<file path="config.mk">
export PLATFORM = sky130hd
export DESIGN_NAME = rom_port_arbiter
export DESIGN_NICKNAME = d
export VERILOG_FILES = /design/src/rtl/rom_arb_pkg.sv /design/src/rtl/rom_arb_pick2.sv /design/src/rtl/rom_port_arbiter.sv
export SDC_FILE = /design/constraint.sdc
export NUM_CORES = 1
export LEC_CHECK = 0
export BUFFER_PORTS_ARGS = -buffer_cell sky130_fd_sc_hd__buf_4
export CORE_MARGIN = 4
export CORE_UTILIZATION = 30
export DETAILED_ROUTE_END_ITERATION = 8
export PLACE_DENSITY = 0.52
export SYNTH_ARGS = -nofsm -noshare
export SYNTH_HDL_FRONTEND = slang
export SYNTH_HIERARCHICAL = 1
export SYNTH_SLANG_ARGS = --single-unit
</file>
<file path="constraint.sdc">
create_clock -name clk -period 4.9 [get_ports clk]
set_input_delay 0.49 -clock clk [delete_from_list [all_inputs] [get_ports clk]]
set_output_delay 0.49 -clock clk [all_outputs]
set_load 0.02 [all_outputs]
</file>
<file path="src/rtl/rom_arb_pkg.sv">
// ============================================================================
// Module      : rom_arb_pkg
// Description : Shared widths, index-width helper and tag type for the
//               dual-port ROM arbiter.
// Revision    : 1.0 - initial release
// ============================================================================
`default_nettype none

package rom_arb_pkg;

    localparam int c_rom_addr_w = 4;
    localparam int c_rom_data_w = 4;
    localparam int c_max_req    = 8;
    localparam int c_tag_idx_w  = 3;

    // Width of a requester index; never narrower than one bit.
    function automatic int idx_width(input int n);
        return (n <= 2) ? 1 : $clog2(n);
    endfunction

    typedef struct packed {
        logic                   valid;
        logic [c_tag_idx_w-1:0] idx;
    } tag_t;

endpackage

`default_nettype wire

</file>
<file path="src/rtl/rom_arb_pick2.sv">
// ============================================================================
// Module      : rom_arb_pick2
// Description : Combinational two-winner round-robin picker (ports A and B).
//               ROM_ARB_PRIO_EN: requester 0 owns port A whenever it asks.
// Revision    : 1.0 - initial release
// ============================================================================
`default_nettype none

module rom_arb_pick2
    import rom_arb_pkg::*;
#(
    parameter int NUM_REQ = 4,
    parameter int IDX_W   = idx_width(NUM_REQ)
) (
    input  logic [NUM_REQ-1:0] req,
    input  logic [IDX_W-1:0]   rr_ptr,
    output logic [NUM_REQ-1:0] grant_a,
    output logic [NUM_REQ-1:0] grant_b,
    output logic               grant_a_vld,
    output logic               grant_b_vld
);

    localparam int c_sum_w = IDX_W + 1;

    logic [c_sum_w-1:0] w_sum;
    logic [IDX_W-1:0]   w_idx;

    always_comb begin
        grant_a     = '0;
        grant_b     = '0;
        grant_a_vld = 1'b0;
        grant_b_vld = 1'b0;
        w_sum       = '0;
        w_idx       = '0;
`ifdef ROM_ARB_PRIO_EN
        if (req[0]) begin
            grant_a[0]  = 1'b1;
            grant_a_vld = 1'b1;
        end
`endif
        // Walk all requesters once, starting at rr_ptr and wrapping.
        for (int k = 0; k < NUM_REQ; k++) begin
            w_sum = {1'b0, rr_ptr} + c_sum_w'(k);
            if (w_sum >= c_sum_w'(NUM_REQ)) begin
                w_sum = w_sum - c_sum_w'(NUM_REQ);
            end
            w_idx = w_sum[IDX_W-1:0];
`ifdef ROM_ARB_PRIO_EN
            if (req[w_idx] && (w_idx != '0)) begin
`else
            if (req[w_idx]) begin
`endif
                if (!grant_a_vld) begin
                    grant_a[w_idx] = 1'b1;
                    grant_a_vld    = 1'b1;
                end else if (!grant_b_vld) begin
                    grant_b[w_idx] = 1'b1;
                    grant_b_vld    = 1'b1;
                end
            end
        end
    end

endmodule

`default_nettype wire

</file>
<file path="src/rtl/rom_port_arbiter.sv">
// ============================================================================
// Module      : rom_port_arbiter
// Description : Shares the two read ports of a 16x4 registered dual-port ROM
//               among NUM_REQ requesters; fixed 2-cycle response latency.
//               ROM_ARB_PRIO_EN selects strict priority for requester 0.
// Revision    : 1.0 - initial release
// ============================================================================
`default_nettype none

module rom_port_arbiter
    import rom_arb_pkg::*;
#(
    parameter int NUM_REQ = 4,
    parameter int ADDR_W  = c_rom_addr_w,
    parameter int DATA_W  = c_rom_data_w
) (
    input  logic                      clk,
    input  logic                      rst_n,
    input  logic [NUM_REQ-1:0]        req_valid,
    input  logic [NUM_REQ*ADDR_W-1:0] req_addr,
    output logic [NUM_REQ-1:0]        req_ready,
    output logic [NUM_REQ-1:0]        rsp_valid,
    output logic [NUM_REQ*DATA_W-1:0] rsp_data,
    output logic [ADDR_W-1:0]         rom_a_addr,
    output logic [ADDR_W-1:0]         rom_b_addr,
    input  logic [DATA_W-1:0]         rom_dout_a,
    input  logic [DATA_W-1:0]         rom_dout_b
);

    localparam int c_idx_w = idx_width(NUM_REQ);

    logic [c_idx_w-1:0]        r_rr_ptr;
    logic [c_idx_w-1:0]        w_rr_next;
    logic [NUM_REQ-1:0]        w_req;
    logic [NUM_REQ-1:0]        w_grant_a;
    logic [NUM_REQ-1:0]        w_grant_b;
    logic                      w_grant_a_vld;
    logic                      w_grant_b_vld;
    logic [c_idx_w-1:0]        w_idx_a;
    logic [c_idx_w-1:0]        w_idx_b;
    logic [c_idx_w-1:0]        w_last;
    logic                      w_adv;
    tag_t                      r_tag_s1_a;
    tag_t                      r_tag_s1_b;
    tag_t                      r_tag_s2_a;
    tag_t                      r_tag_s2_b;
    logic [NUM_REQ*DATA_W-1:0] r_rsp_data;

    // Masking requests with rst_n keeps ready and ROM addresses at 0 in reset.
    assign w_req = req_valid & {NUM_REQ{rst_n}};

    rom_arb_pick2 #(
        .NUM_REQ (NUM_REQ),
        .IDX_W   (c_idx_w)
    ) u_pick2 (
        .req         (w_req),
        .rr_ptr      (r_rr_ptr),
        .grant_a     (w_grant_a),
        .grant_b     (w_grant_b),
        .grant_a_vld (w_grant_a_vld),
        .grant_b_vld (w_grant_b_vld)
    );

    assign req_ready = w_grant_a | w_grant_b;

    always_comb begin
        w_idx_a    = '0;
        w_idx_b    = '0;
        rom_a_addr = '0;
        rom_b_addr = '0;
        for (int i = 0; i < NUM_REQ; i++) begin
            if (w_grant_a[i]) begin
                w_idx_a    = c_idx_w'(i);
                rom_a_addr = req_addr[i*ADDR_W +: ADDR_W];
            end
            if (w_grant_b[i]) begin
                w_idx_b    = c_idx_w'(i);
                rom_b_addr = req_addr[i*ADDR_W +: ADDR_W];
            end
        end
    end

    // Port B is always the later winner in scan order, so it sets the pointer.
    always_comb begin
        w_last = w_grant_b_vld ? w_idx_b : w_idx_a;
`ifdef ROM_ARB_PRIO_EN
        w_adv  = w_grant_b_vld || (w_grant_a_vld && (w_idx_a != '0));
`else
        w_adv  = w_grant_a_vld;
`endif
        w_rr_next = r_rr_ptr;
        if (w_adv) begin
            w_rr_next = (w_last == c_idx_w'(NUM_REQ - 1)) ? '0 : w_last + 1'b1;
        end
    end

    always_ff @(posedge clk or negedge rst_n) begin
        if (!rst_n) begin
            r_rr_ptr <= '0;
        end else begin
            r_rr_ptr <= w_rr_next;
        end
    end

    // Stage 1 is valid while the ROM presents the data; stage 2 marks the
    // cycle in which the registered response is visible.
    always_ff @(posedge clk or negedge rst_n) begin
        if (!rst_n) begin
            r_tag_s1_a <= '0;
            r_tag_s1_b <= '0;
            r_tag_s2_a <= '0;
            r_tag_s2_b <= '0;
            r_rsp_data <= '0;
        end else begin
            r_tag_s1_a <= '{valid: w_grant_a_vld, idx: c_tag_idx_w'(w_idx_a)};
            r_tag_s1_b <= '{valid: w_grant_b_vld, idx: c_tag_idx_w'(w_idx_b)};
            r_tag_s2_a <= r_tag_s1_a;
            r_tag_s2_b <= r_tag_s1_b;
            for (int i = 0; i < NUM_REQ; i++) begin
                if (r_tag_s1_a.valid && (r_tag_s1_a.idx == c_tag_idx_w'(i))) begin
                    r_rsp_data[i*DATA_W +: DATA_W] <= rom_dout_a;
                end
                if (r_tag_s1_b.valid && (r_tag_s1_b.idx == c_tag_idx_w'(i))) begin
                    r_rsp_data[i*DATA_W +: DATA_W] <= rom_dout_b;
                end
            end
        end
    end

    always_comb begin
        rsp_valid = '0;
        for (int i = 0; i < NUM_REQ; i++) begin
            rsp_valid[i] = (r_tag_s2_a.valid && (r_tag_s2_a.idx == c_tag_idx_w'(i))) ||
                           (r_tag_s2_b.valid && (r_tag_s2_b.idx == c_tag_idx_w'(i)));
        end
    end

    assign rsp_data = r_rsp_data;

endmodule

`default_nettype wire
</file>
==> summary.txt <==
Status
  – Status: completed

Detailed routing
  – Drt pass-1 iters: 4
  – Drt drc: 0
  – Routed vias/inst: 5.13
  – Routed WL per cell: 15.5 um
  – Initial DRC count: 86
  – Via Count: 1,744
  – Final wirelength: 5260 um
  – ANT nets after route: 0

STA
  – Worst Skew: 0.00492 ns
  – Fmax: 244 MHz
  – Worst Tran Pin Value: 0.519 ns
  – Rel. slew slack: 65.3%
  – # setup viols final: 0
  – Period Utilization, post-route: 83.6%
  – Final worst path period need: 4.10 ns
  – Setup TNS Final: 0 ns
  – Pins over their slew limit: 0
  – RSZ-0062 raised after global routing: false
  – Hold violation total from the final report: 0

Floorplan
  – Die Span X: 89.8 um
  – Starting Density: 31.3%
  – Vertical die dimension: 89.8 um
  – Die area: 8070 sq um
  – Cell row count: 29
  – IO Pins: 62
  – Core ar.: 6420 sq um

Setup path
  – Reg2Reg Launch Point: r_rr_ptr[0]
  – CP endpoint kind: primary output
  – Crit start category: flop
  – Worst R2R Setup Slack: 1.64 ns
  – Critical Path AT: 3.61 ns
  – FF-to-FF End: r_rr_ptr[0]
  – Setup CP Type: reg2out
  – CP max-delay cell: dfrtp_1
  – Cells along the critical path: inv_1 > ha_1 > mux4_2 > xnor2_4 > a211oi_4 > a221o_1 > nor4b_2 > a22oi_1 > o21ai_0 > buf_4
  – CP Max Fanout: 13
  – R2r worst-path depth: 9
  – Worst Path Buf+Inv: 2
  – Crit path required time: 4.41 ns
  – Worst path max stage delay: 0.56 ns
  – Crit path max-delay family: compound AO/OA/AOI/OAI gates

Power
  – Power per cell area: 764 nW/um^2
  – Comb power frac: 67.9%
  – Clk pwr share: 8.9%
  – Sw frac: 46.2%
  – Int Pwr: 1.07 mW
  – Total power: 1.99 mW
  – Switching pwr: 0.922 mW
  – Flop pwr share: 23.3%
  – Leak pwr: 1.21 nW
  – Peak supply drop: 0.420 mV

Yosys
  – Synth Area in Compound Gates: 22.4%
  – Synth warn: 6
  – Post-Synth Adder-Cell Area: 3.61%
  – Post-synth top area share: 37.4%
  – Top-count cell post-synth: dfrtp_1
  – Syn_nets: 236
  – Simple-gate share of the synthesized area: 18.9%
  – Area contributors post-synth: dfrtp_1 (37%), a22oi_1 (9.0%), mux2i_1 (8.0%), nor2_1 (4.9%), a21oi_1 (4.5%)
  – Synth Cell Area: 2010 sq um
  – Synth cell count leaders: dfrtp_1 (30), nor2_1 (26), a22oi_1 (24)
  – Sequential area share after synthesis: 37.4%
  – Synth area leader: dfrtp_1
  – Number of flops mapped to enable cells by yosys: 0
  – Mux cell area share after synthesis: 12.8%
  – Synth cell types: 36
  – Cells after Synth: 201
  – XOR/XNOR Fraction of Synth Area: 1.37%
  – #FFs+latches synth: 30
  – Share of synthesized registers carrying an async set or reset: 100%
  – Synthesized area per cell: 10.0 sq um
  – Dominant synthesized flop cell: dfrtp_1
  – Largest family of logic cells by synthesized area: compound AO/OA/AOI/OAI gates

Global routing
  – Total gr overflow: 0
  – Antenna violations before repair: 0
  – First-pass GRT wire length: 9010 um
  – Pin count of the biggest net entering global routing: 35
  – GRT Resource Usage Total: 13.6%
  – Vias in the first global route: 1,813

Clock tree
  – Hold-fix buffers at CTS: 0
  – Post-CTS resize count: 0
  – Clk slew on worst S/H paths: 0.05 ns
  – H-tree depth: 2
  – CTS Buf Count: 5
  – Maximum clock path buffer count: 2
  – Post-CTS Setup Repair Bufs: 0
  – Clock sink total: 30
  – Worst-Skew Late Latency: 0.27 ns
  – Clock root cell: clkbuf_8
  – CTS tree: built

Placement
  – Gpl congestion: 0.728
  – PortBufs: 61
  – Hpwl dp: 4010 um
  – Placed standard-cell area: 2530 sq um

Layout
  – Final Cell Area: 2610 sq um
  – Layout Nets: 298
  – Area grow syn2layout: 29.8%
  – N_diodes: 0
  – Share of layout cells above drive strength 1: 34.2%

Min path
  – HP Class: in2async

Run
  – Max Cap Viol: 0
worst register-to-register path, stage by stage, from the launching register on:
cell,delay (ns)
dfrtp_1,0.56
inv_1,0.12
ha_1,0.35
mux4_2,0.47
xnor2_4,0.30
a211oi_4,0.12
a221o_1,0.50
nor2b_1,0.42
o32a_1,0.24
a21oi_1,0.06
through the flow:
step                      setup slack [ns]  hold slack [ns]  utilization [%]  std cells
after floorplan                       1.45            0.194                -        201
final                                0.803            0.147             40.6        340
after CTS                            0.750            0.154             40.6        340
after global routing                 0.524            0.169             40.6        340
after detailed placement             0.847            0.428             39.4        333
after global placement               0.849            0.419             39.4        333
layer usage:
| metal | wire [um] | part of all wire (%) | track usage, % | up-vias |
|---|---|---|---|---|
| met2 | 2450 | 47 | 21.4 | 60 |
| met5 | 0 | 0 | 0 | - |
| li1 | - | - | - | 872 |
| met3 | 339 | 6.4 | 4.26 | 4 |
| met4 | 40 | 0.76 | 3.07 | 0 |
| met1 | 2430 | 46 | 18.2 | 808 |
cell families (layout without fill, tap and decap cells):
kind of cell             after synthesis  in the layout
adder cells (fa/ha/maj)                6              6
flip-flops                            30             30
buffers and inverters                 14             76
AND/OR/NAND/NOR                       64             64
AO/OA/AOI/OAI                         66             66
multiplexers                          20             20
XOR/XNOR                               1              1
final cells by class:
| cell class | count | area (sq um) |
|---|---|---|
| tap | 77 | 96.3 |
| inverter | 6 | 22.5 |
| fill | 664 | 3810 |
| multi-input combinational | 157 | 1190 |
| timing repair buffer | 63 | 473 |
| clock buffer | 7 | 76.3 |
| sequential | 30 | 751 |
power by group through the flow:
stage                     Combinational [mW]  Sequential (mW)  Clock, mW
after floorplan                        0.852            0.526          0
after global placement                  1.37            0.464          0
after detailed placement                1.36            0.472          0
after CTS                               1.36            0.467      0.184
after global routing                    1.48            0.484      0.197
final                                   1.35            0.464      0.177
worst max-delay path by stage:
stage                     start             to  slack (ns)  cells after the start
floorplan           r_rr_ptr[0]  rom_b_addr[0]        1.45                     11
detailed placement        rst_n  rom_b_addr[2]        0.85                     10
global placement          rst_n  rom_b_addr[2]        0.85                     10
CTS                 r_rr_ptr[0]  rom_b_addr[2]        0.75                     10
finish              r_rr_ptr[0]  rom_b_addr[2]        0.80                     10
global route        r_rr_ptr[0]  rom_b_addr[0]        0.52                     10
sequential cells by signal, summed over array words and instances (netlist names):
| register | cells |
|---|---|
| r_tag_s1_b | 3 |
| r_tag_s1_a | 3 |
| rsp_data | 16 |
| r_tag_s2_b | 3 |
| r_rr_ptr | 2 |
| r_tag_s2_a | 3 |
cells in the final DEF, fill, tap and decap left out, types with 3 or more instances in the layout:
cell type and count:
a22oi_1 24, o22ai_1 4, nand2_1 7, a221o_1 4, inv_1 5, buf_4 63, mux2i_1 16, clkbuf_8 5
ha_1 5, or2_2 8, and2_1 4, dfrtp_1 30, a21oi_1 18, nor2_1 26, o21ai_0 12, nand2b_1 3
No activity file was read; power rests on OpenSTA's default activity.
